`config.mk`:
```
export PLATFORM = sky130hd
export DESIGN_NAME = song_sequencer
export DESIGN_NICKNAME = d
export VERILOG_FILES = /design/src/rtl/song_pkg.sv /design/src/rtl/song_sequencer_note_timer.sv /design/src/rtl/song_sequencer.sv
export SDC_FILE = /design/constraint.sdc
export NUM_CORES = 1
export LEC_CHECK = 0
export ABC_AREA = 0
export BUFFER_PORTS_ARGS = -buffer_cell sky130_fd_sc_hd__clkbuf_2
export CAP_MARGIN = 20
export CORE_ASPECT_RATIO = 2
export CORE_UTILIZATION = 46
export DETAILED_ROUTE_END_ITERATION = 12
export HOLD_SLACK_MARGIN = 0.03
export MAX_ROUTING_LAYER = met4
export PLACE_DENSITY_LB_ADDON = 0.25
export SLEW_MARGIN = 20
export SYNTH_ARGS = -nofsm -noshare
export SYNTH_HDL_FRONTEND = slang
export SYNTH_SLANG_ARGS = --single-unit
```
`constraint.sdc`:
```
create_clock -name clk -period 1.9 [get_ports clk]
set_input_delay 0.095 -clock clk [delete_from_list [all_inputs] [get_ports clk]]
set_output_delay 0.095 -clock clk [all_outputs]
set_load 0.01 [all_outputs]
```
`src/rtl/song_pkg.sv`:
```
// Shared definitions for the song sequencer: ROM entry layout, FSM states and the entry decoder.
package song_pkg;

  localparam int unsigned ROM_DATA_W = 16;
  localparam int unsigned ROM_ADDR_W = 7;
  localparam int unsigned REST_BIT   = 15;
  localparam int unsigned NOTE_MSB   = 14;
  localparam int unsigned NOTE_LSB   = 9;
  localparam int unsigned DUR_MSB    = 8;
  localparam int unsigned DUR_LSB    = 3;

  typedef enum logic [2:0] {
    StIdle,
    StFetch,
    StWait,
    StPlay,
    StDone
  } state_e;

  typedef struct packed {
    logic                       rest;
    logic [NOTE_MSB-NOTE_LSB:0] note;
    logic [DUR_MSB-DUR_LSB:0]   dur;
  } entry_t;

  // Takes only the meaningful upper bits; the low padding bits never reach the decoder.
  function automatic entry_t decode_entry(logic [ROM_DATA_W-1:DUR_LSB] word);
    entry_t e;
    e.rest = word[REST_BIT];
    e.note = word[NOTE_MSB:NOTE_LSB];
    e.dur  = word[DUR_MSB:DUR_LSB];
    return e;
  endfunction

endpackage

```
`src/rtl/song_sequencer_note_timer.sv`:
```
// Loadable beat down-counter; expire flags the beat that ends the current note.
module note_timer #(
  parameter int unsigned DUR_W = 6
) (
  input  logic             clk,
  input  logic             reset_n,
  input  logic             load,
  input  logic [DUR_W-1:0] load_val,
  input  logic             en,
  output logic             expire
);

  logic [DUR_W-1:0] count_q;

  always_ff @(posedge clk or negedge reset_n) begin
    if (!reset_n) begin
      count_q <= '0;
    end else if (load) begin
      count_q <= load_val;
    end else if (en) begin
      count_q <= count_q - 1'b1;
    end
  end

  assign expire = en && (count_q == DUR_W'(1));

endmodule

```
`src/rtl/song_sequencer.sv`:
```
// Walks a song in the ROM entry by entry, holding each decoded note for its duration in beats.
module song_sequencer
  import song_pkg::*;
#(
  parameter int unsigned SONG_SEL_W = 2,
  parameter int unsigned ENTRY_W    = 5,
  parameter int unsigned NOTE_W     = 6,
  parameter int unsigned DUR_W      = 6
) (
  input  logic                          clk,
  input  logic                          reset_n,
  input  logic                          play,
  input  logic [SONG_SEL_W-1:0]         song,
  input  logic                          restart,
  input  logic                          beat,
  output logic [SONG_SEL_W+ENTRY_W-1:0] rom_addr,
  input  logic [ROM_DATA_W-1:0]         rom_dout,
  output logic [NOTE_W-1:0]             note,
  output logic [DUR_W-1:0]              duration,
  output logic                          is_rest,
  output logic                          new_note,
  output logic                          note_active,
  output logic                          song_done
);

  state_e                state_q;
  logic [SONG_SEL_W-1:0] song_q;
  logic [ENTRY_W-1:0]    index_q;
  logic [NOTE_W-1:0]     note_q;
  logic [DUR_W-1:0]      dur_q;
  logic                  rest_q;
  logic                  new_note_q;
  logic                  song_done_q;

  entry_t entry;
  logic   reseek;
  logic   timer_load;
  logic   timer_en;
  logic   expire;
  logic   unused_rom_bits;

  assign entry           = decode_entry(rom_dout[ROM_DATA_W-1:DUR_LSB]);
  assign unused_rom_bits = ^rom_dout[DUR_LSB-1:0];
  assign reseek          = restart || (song != song_q);

  // The beat coinciding with new_note is dropped: the timer was only just loaded.
  assign timer_load = (state_q == StWait) && !reseek && (entry.dur != '0);
  assign timer_en   = (state_q == StPlay) && beat && play && !new_note_q && !reseek;

  note_timer #(
    .DUR_W(DUR_W)
  ) u_note_timer (
    .clk     (clk),
    .reset_n (reset_n),
    .load    (timer_load),
    .load_val(entry.dur),
    .en      (timer_en),
    .expire  (expire)
  );

  always_ff @(posedge clk or negedge reset_n) begin
    if (!reset_n) begin
      state_q     <= StIdle;
      song_q      <= '0;
      index_q     <= '0;
      note_q      <= '0;
      dur_q       <= '0;
      rest_q      <= 1'b1;
      new_note_q  <= 1'b0;
      song_done_q <= 1'b0;
    end else begin
      new_note_q  <= 1'b0;
      song_done_q <= 1'b0;
      unique case (state_q)
        StIdle: begin
          if (play) begin
            song_q  <= song;
            index_q <= '0;
            state_q <= StFetch;
          end
        end
        StFetch: begin
          // A reseek here must refetch: the ROM already sampled the stale address.
          if (reseek) begin
            song_q  <= song;
            index_q <= '0;
            state_q <= StFetch;
          end else begin
            state_q <= StWait;
          end
        end
        StWait: begin
          if (reseek) begin
            song_q  <= song;
            index_q <= '0;
            state_q <= StFetch;
          end else if (entry.dur == '0) begin
            song_done_q <= 1'b1;
            state_q     <= StDone;
          end else begin
            note_q     <= entry.note;
            dur_q      <= entry.dur;
            rest_q     <= entry.rest;
            new_note_q <= 1'b1;
            state_q    <= StPlay;
          end
        end
        StPlay: begin
          if (reseek) begin
            song_q  <= song;
            index_q <= '0;
            state_q <= StFetch;
          end else if (expire) begin
            if (index_q == {ENTRY_W{1'b1}}) begin
              song_done_q <= 1'b1;
              state_q     <= StDone;
            end else begin
              index_q <= index_q + 1'b1;
              state_q <= StFetch;
            end
          end
        end
        StDone: begin
          if (!play) begin
            state_q <= StIdle;
          end else if (reseek) begin
            song_q  <= song;
            index_q <= '0;
            state_q <= StFetch;
          end
        end
        default: state_q <= StIdle;
      endcase
    end
  end

  assign rom_addr    = {song_q, index_q};
  assign note        = note_q;
  assign duration    = dur_q;
  assign is_rest     = rest_q;
  assign new_note    = new_note_q;
  assign song_done   = song_done_q;
  assign note_active = (state_q == StPlay) && play;

endmodule

```
==> results, run 1 <==
- The run finished with clean final reports.
- Data on the critical path is required at its endpoint by 2.06 ns.
- After layout, the minimum clock period comes to 1.87 ns.
- The die boundary width is 44.5 um.
- Detailed routing inserted a total of 1625 vias.
- In this run the register-to-register setup slack is 0.03 ns.
- The global route total overflow is 0.
- The region available for standard cell placement spans 0.00342 mm2.
- The flip-flop and latch count after synthesis is 31.
- The final layout contains routed wiring with a total length of 4170 um.
- Global routing consumed, over all layers together, 25.3% of the routing resources.
- Setup repair after global routing could not meet its margin everywhere.
- The worst reg2reg path depth is 8.
- STA classifies the critical path startpoint as a flip-flop.
- The overall die area is 0.00388 mm2.
- In the synthesized netlist the async set-or-reset flop fraction comes to 100%.
- The cell chosen for the clock root is sky130_fd_sc_hd__clkbuf_8.
- The internal power is 1520 uW.
- In this run switching power makes up 34.6% of total power.
- TritonCTS built the clock tree.
- For this design the total switching power over the nets is 801 uW.
- Port buffering added 42 buffers.
- For this run, the post-layout net count is 281.
- The worst register-to-register path ends at index_q[0].
- The number of fill cells is 266.
- The number of global-route vias before repair came to 1675.
- In this run the most critical hold path is launched from rom_dout[4].
- The pin count of the biggest net entering global routing is 32.
- The cell count after synthesis is 177.
- Detailed placement ended at an HPWL of 3080 um.
- The global placement routability congestion is 0.889.
- The actual transition at the worst max-transition pin is 0.751 ns.
- The area of the mapped netlist is 0.00167 mm2.
- The clock network fraction of total power is 21.1%.
- Counting flops with a built-in enable in the synthesized netlist gives 0.
- The setup-violating endpoint count in the final report is 0.
- The number of unique standard cell types used by synthesis is 51.
- In the layout the commonest cells are sky130_fd_sc_hd__nand2_1, sky130_fd_sc_hd__clkbuf_2, sky130_fd_sc_hd__dfrtp_1.
- The number of DRC markers in iteration 0 is 41.
- The maximum net fanout on the critical path is 3.
- The power density over the cells is 989 mW/mm2.
- A synthesized cell averages 9.41 um2.
- The count of nets left with antenna violations once routing finished came out at 0.
- The number of search-and-repair iterations in the first detailed-routing pass is 4.
- The most used flip-flop cell after synthesis is sky130_fd_sc_hd__dfrtp_1.
- The number of vias per cell after detailed routing is 5.36.
- The max-slew violation total from the final report is 0.
- The initial antenna violation count was 0.
- The worst slew margin relative to its limit is 49.9%.
- Relative to the synthesized area, the layout overhead comes to 40.7%.
- CTS built an H-tree with a depth of 2.
- The filler-free cell count of the finished design is 303.
- The boundary pin count is 46.
- The worst-case IR drop observed on VDD is 670 uV.
- The final hold violation count is 0.
- The proportion of layout cells with a drive suffix above 1 is 38.0%.
- The number of cells on the worst hold path is 3.
- Synthesis produced a netlist with a net count of 204.
- The height of the die is 87.1 um.
- The library cell used most frequently in the layout, excluding fill and tap cells, is sky130_fd_sc_hd__nand2_1.
- The clock slew seen by the registers of the worst setup and hold paths is 0.06 ns.
- The maximum number of buffers from clock root to sink is 2.
- The later-pin clock latency in the skew report is 0.28 ns.
- During synthesis, Yosys emitted a total of 0 warnings.
- After layout, the worst path uses 98.7% of the clock period.
- Counting the buffers created by CTS gives 5.
- The core occupancy in the finished layout is 68.6%.
- The worst setup path is of the flip-flop to flip-flop kind.
- Sequential cells account for 42.3% of the total power.
- For the worst setup path, the data arrival time is 2.04 ns.
- The worst clock skew is 0.00255 ns.
- The worst reg2reg path startpoint is index_q[0].
- The antenna diode count is 0.
- The kind of path behind the tightest hold check is input port to flip-flop.
- Combinational cells account for 36.6% of the total power.
- The post-detailed-route DRC marker count is 0.
- The effective utilization at floorplan is 48.8%.
- For this run, the top clock speed supported by timing is 533 MHz.
- The wire length per cell is 13.7 um.
- The clock net in this run drives a total of 31 sinks.
- The max-cap violation count is 0.
- The floorplan has 30 rows.
- The element type at the critical path end is a flip-flop.
- The standby leakage power is 0.00119 uW.
- In this run, placement finished with an instance count of 281.
- On the final layout, the worst hold slack is 0.0630 ns.
- The global-route wire length before repair is 7020 um.
- Of the synthesized area, sequential elements account for 46.7%.
- For hold timing, the worst endpoint is duration[1].
## metrics by stage
step / power, uW / cell area (um2) / TNS, ns / setup WS (ns)
after CTS: 2310 / 2290 / 0 / 0.0146
after global routing: 2470 / 2340 / -0.104 / -0.0469
after floorplan: 1420 / 1700 / 0 / 0.00844
after detailed placement: 1770 / 2090 / -0.0242 / -0.0242
after global placement: 1730 / 2090 / 0 / 0.0308
final: 2320 / 2340 / 0 / 0.0256
## logic make-up after synthesis
kind of cell / synth area share [%]
flops: 46.7
xor+xnor: 2.48
compound gates: 14.8
buf+inv: 3.31
mux: 3.91
simple gates: 25.8
fa+ha+maj: 3.01
## how the worst max path moves through the flow
stage	from	to	slack (ns)	cells past startpoint
finish	index_q[0]	index_q[0]	0.03	8
CTS	index_q[0]	index_q[0]	0.01	8
detailed placement	index_q[1]	index_q[0]	-0.02	8
global route	index_q[0]	index_q[0]	-0.05	8
floorplan	index_q[1]	index_q[3]	0.008	8
global placement	index_q[1]	index_q[0]	0.03	8
## state kept, by name, indices dropped and copies added (netlist names)
name                  count
new_note                  1
state_q                   3
song_q                    2
duration                  6
is_rest                   1
u_note_timer.count_q      6
song_done                 1
index_q                   5
note                      6
## synth_stat cells (3+ instances only)
library cell / count / share of area, %
sky130_fd_sc_hd__o21ai_1: 6 / 1.8
sky130_fd_sc_hd__clkbuf_1: 4 / 0.90
sky130_fd_sc_hd__a21oi_1: 4 / 1.2
sky130_fd_sc_hd__ha_1: 4 / 3.0
sky130_fd_sc_hd__nor3b_1: 3 / 1.4
sky130_fd_sc_hd__inv_1: 6 / 1.4
sky130_fd_sc_hd__a31oi_1: 3 / 1.1
sky130_fd_sc_hd__dfrtp_1: 30 / 45
sky130_fd_sc_hd__nor2_1: 4 / 0.90
sky130_fd_sc_hd__o22ai_1: 3 / 1.1
sky130_fd_sc_hd__nand3b_1: 3 / 1.4
sky130_fd_sc_hd__o21ai_0: 3 / 0.90
sky130_fd_sc_hd__nor2b_1: 3 / 1.1
sky130_fd_sc_hd__a22o_1: 3 / 1.6
sky130_fd_sc_hd__nor3_1: 4 / 1.2
sky130_fd_sc_hd__nand2_1: 45 / 10
sky130_fd_sc_hd__and3_1: 3 / 1.1
## final cells by class
| type | count | area, um2 | area share (%) |
|---|---|---|---|
| clock buffer | 7 | 76.3 | 3.26 |
| clock inverter | 1 | 5.00 | 0.214 |
| inverter | 7 | 28.8 | 1.23 |
| multi-input combinational | 132 | 902 | 38.5 |
| sequential | 31 | 778 | 33.2 |
| tap | 48 | 60.1 | 2.56 |
| timing repair buffer | 77 | 493 | 21.0 |
## metal layers
layer | GRT usage, % | vias up | share of wire [%]
met5 | - | - | 0
met4 | 12.1 | 0 | 3.1
met3 | 3.94 | 10 | 3.4
met2 | 45.5 | 47 | 58
met1 | 25.3 | 785 | 36
li1 | - | 783 | -
## power groups by stage
| stage | Clock (uW) | Sequential, uW | Combinational, uW |
|---|---|---|---|
| global route | 527 | 1000 | 942 |
| finish | 489 | 981 | 847 |
| global placement | 0 | 963 | 771 |
| floorplan | 0 | 997 | 422 |
| CTS | 506 | 967 | 839 |
| detailed placement | 0 | 974 | 798 |
## timing repair
action / 4_1_cts / 5_1_grt
setup endpoints to repair: 1 / 7
hold endpoints to repair: 37 / 0
setup buffers: 3 / 3
hold buffers: 8 / 0
pin swaps: 3 / 3
resized for setup: 4 / 8
## worst max-delay path, stage by stage (launching register included)
cell and delay, ns:
sky130_fd_sc_hd__dfrtp_1 0.39, sky130_fd_sc_hd__ha_2 0.20, sky130_fd_sc_hd__and3_4 0.18, sky130_fd_sc_hd__ha_4 0.15, sky130_fd_sc_hd__nand3b_1 0.16, sky130_fd_sc_hd__a21oi_2 0.17
sky130_fd_sc_hd__a211oi_2 0.07, sky130_fd_sc_hd__o21bai_4 0.19, sky130_fd_sc_hd__mux2_4 0.26
Note: power is estimated with default switching activity, not from simulation.
==> inputs of run 2 (changes only) <==
==> constraint.sdc (replaced) <==
create_clock -name clk -period 1.9 [get_ports clk]
set_input_delay 0.475 -clock clk [delete_from_list [all_inputs] [get_ports clk]]
set_output_delay 0.475 -clock clk [all_outputs]
set_load 0.01 [all_outputs]
==> run 2 against run 1 <==
  * Sequential share of layout area shrank 0.25 points
  * Via count rose by 2.8%
  * Combinational power increased by 4.6%
  * Utilization increased by 0.73 points
  * Clock skew increased by 0.0031 ns
  * Clock-buffer cell count is 1 higher
  * Global-route usage rose by 2.2 points
  * Worst setup slack worse by 0.0042 ns
  * Cell area rose by 1.1%
  * Non-clock buffer count down 3
  * Wire length rose by 7.2%
  * Power rose by 5.5%
  * Critical path type unchanged
  * Largest cell class unchanged
  * Highest routed layer unchanged
==> results, run 2 (synthesis gave the netlist of run 1 again) <==
- Compared with the post-synthesis result, the final layout area differs by 42.2%.
- The worst slew margin relative to its limit is 72.8% (+23 points).
- The post-detailed-routing wire length came to 4470 um (+7.2%).
- The part of the cycle the worst path needs was 98.9% (+0.22 points).
- The delay of the slowest cell on the worst path is 0.39 ns (about the same).
- The worst path arrival time is 2.05 ns (about the same).
- The total number of H-tree levels is 2 (unchanged).
- The highest achievable clock rate is 532 MHz (-0.22%).
- The top cell types in the final layout, fill and taps aside, are sky130_fd_sc_hd__nand2_1, sky130_fd_sc_hd__clkbuf_2, sky130_fd_sc_hd__buf_4.
- The number of standard-cell rows in the floorplan is 30 (unchanged).
- The area of the multi-input gates is 948 um2 (+5.1%).
- The clock slew seen by the registers of the worst setup and hold paths is 0.07 ns (about the same).
- The global router's overall resource usage is 27.5% (+2.2 points).
- The total negative slack for setup checks is 0 ns (unchanged).
- STA classifies the critical path startpoint as a flip-flop.
- The boundary pin count is 46 (unchanged).
- The actual transition at the worst max-transition pin was 0.408 ns (-0.344 ns).
- The die boundary width is 44.5 um (unchanged).
- The max-slew violation total from the final report is 0 (unchanged).
- The power density over the cells is 1030 mW/mm2 (+4.4%).
- The kind of critical path is flip-flop to flip-flop.
- The pin count of the biggest net entering global routing is 32 (unchanged).
- The global placement routability congestion is 0.886 (-0.35%).
- Traced cell by cell, the critical path runs through ha_2 > and3_4 > ha_4 > nand3b_1 > a21oi_2 > a211oi_2 > o21bai_4 > mux2_2.
- The core area is 0.00342 mm2 (unchanged).
- The number of global-route vias before repair is 1726 (+3.0%).
- The number of fill cells was 288 (+8.3%).
- The area taken by flip-flops and latches was 781 um2 (+0.32%).
- The post-layout net count came to 278 (-1.1%).
- The overall die area is 0.00388 mm2 (unchanged).
- The placed standard-cell area is 0.00219 mm2 (+5.0%).
- The most frequent standard cell in the layout excluding fill and tap cells is sky130_fd_sc_hd__nand2_1.
- The core occupancy in the finished layout is 69.3% (+0.73 points).
- The TritonCTS clock tree is built.
- The final hold violation count is 0 (unchanged).
- The global-route wire length before repair is 7610 um (+8.3%).
- The final antenna-violating net count is 0 (unchanged).
- The largest voltage drop on the vdd net is 739 uV (+10%).
- The tree is rooted in a sky130_fd_sc_hd__clkbuf_8.
- The clock net sink count is 31 (unchanged).
- The tightest min-delay check is of the input port to async pin type.
- The number of CTS-inserted buffers is 5 (unchanged).
- The run finished with clean final reports.
- The number of DRC markers in iteration 0 is 74 (+80%).
- The antenna diode count is 0 (unchanged).
- The worst clock skew is 0.00566 ns (+0.00311 ns).
- Setup repair after global routing could not meet its margin everywhere.
- The max-cap violation count is 0 (unchanged).
- Grouping stages by cell kind, the critical path spends the most delay in compound AO/OA/AOI/OAI gates.
- The number of search-and-repair iterations in the first detailed-routing pass is 4 (unchanged).
- The global route total overflow came to 0 (unchanged).
- The count of buffer and inverter cells on the critical path is 0 (unchanged).
- The height of the die is 87.1 um (unchanged).
- The total of buffers placed on input and output ports came to 42 (unchanged).
- The worst setup path is captured at a flip-flop.
- The number of vias per cell after detailed routing came to 5.57 (+3.9%).
- The placement-stage worst setup slack is -0.331 ns (-0.306 ns).
- The proportion of layout cells with a drive suffix above 1 is 43.3% (+5.2 points).
- The maximum number of buffers from clock root to sink was 2 (unchanged).
- The slowest stage of the critical path is the sky130_fd_sc_hd__dfrtp_1 cell.
- The total power draw is 2450 uW (+5.5%).
- The initial antenna violation count is 0 (unchanged).
- The total half-perimeter wirelength after legalization and detailed placement is 3270 um (+6.1%).
- The clock period minus final worst setup slack is 1.88 ns (+0.00417 ns).
- The setup-violating endpoint count in the final report was 0 (unchanged).
- The final standard cell area without fillers is 0.00237 mm2 (+1.1%).
- The effective utilization at floorplan is 48.8% (unchanged).
- The routed via count is 1671 (+2.8%).
- The post-detailed-route DRC marker count is 0 (unchanged).
- The later-pin clock latency in the skew report came to 0.28 ns (about the same).
- The maximum net fanout on the critical path is 3 (unchanged).
- The standby leakage power is 0.00119 uW (+0.48%).
- The required time at the worst-slack endpoint is 2.07 ns (about the same).
- The wire length per cell is 14.9 um (+8.3%).
- The worst setup margin was 0.0214 ns (-0.00417 ns).
run 2: repair_timing:
action	4_1_cts	5_1_grt
gates resized for setup	7	7
endpoints found under the setup margin	3	8
pin swaps	3	4
hold buffers	0	0
setup buffers	2	1
run 2: final timing paths:
check | cells after the start | slack (ns) | end | from
min in group clk | 3 | 0.37 | is_rest | rom_dout[15]
worst min-delay path | 2 | 0.20 | song_q[1] | reset_n
max in group asynchronous | 2 | 1.36 | is_rest | reset_n
worst max register to register | 8 | 0.02 | index_q[0] | index_q[1]
worst max-delay path | 8 | 0.02 | index_q[0] | index_q[1]
worst min register to register | 2 | 0.46 | is_rest | is_rest
run 2: per-layer routing:
layer | GRT usage (%) | wire, um | vias to the layer above
met5 | - | 0 | -
li1 | - | - | 782
met1 | 26.2 | 1590 | 823
met4 | 13.8 | 133 | 0
met3 | 4.56 | 198 | 11
met2 | 50.1 | 2550 | 55
run 2: layout make-up:
type / count / share of cell area, %
Multi-Input combinational cell: 132 / 40.0
Tap cell: 48 / 2.54
Clock buffer: 8 / 4.23
Inverter: 7 / 1.22
Timing Repair Buffer: 74 / 19.0
Sequential cell: 31 / 33.0
run 2: per-stage QoR:
step | std cells | hold WS [ns]
final | 300 | 0.198
after global routing | 300 | 0.245
after CTS | 299 | 0.218
after detailed placement | 289 | 0.451
after global placement | 289 | 0.449
after floorplan | 177 | 0.179
run 2: power breakdown:
group	internal (uW)	total [uW]	switching, uW	leakage [uW]
combinational	436	886	450	0.000734
clock	330	573	243	0.0000515
sequential	837	987	150	0.000406
total	1600	2450	843	0.00119
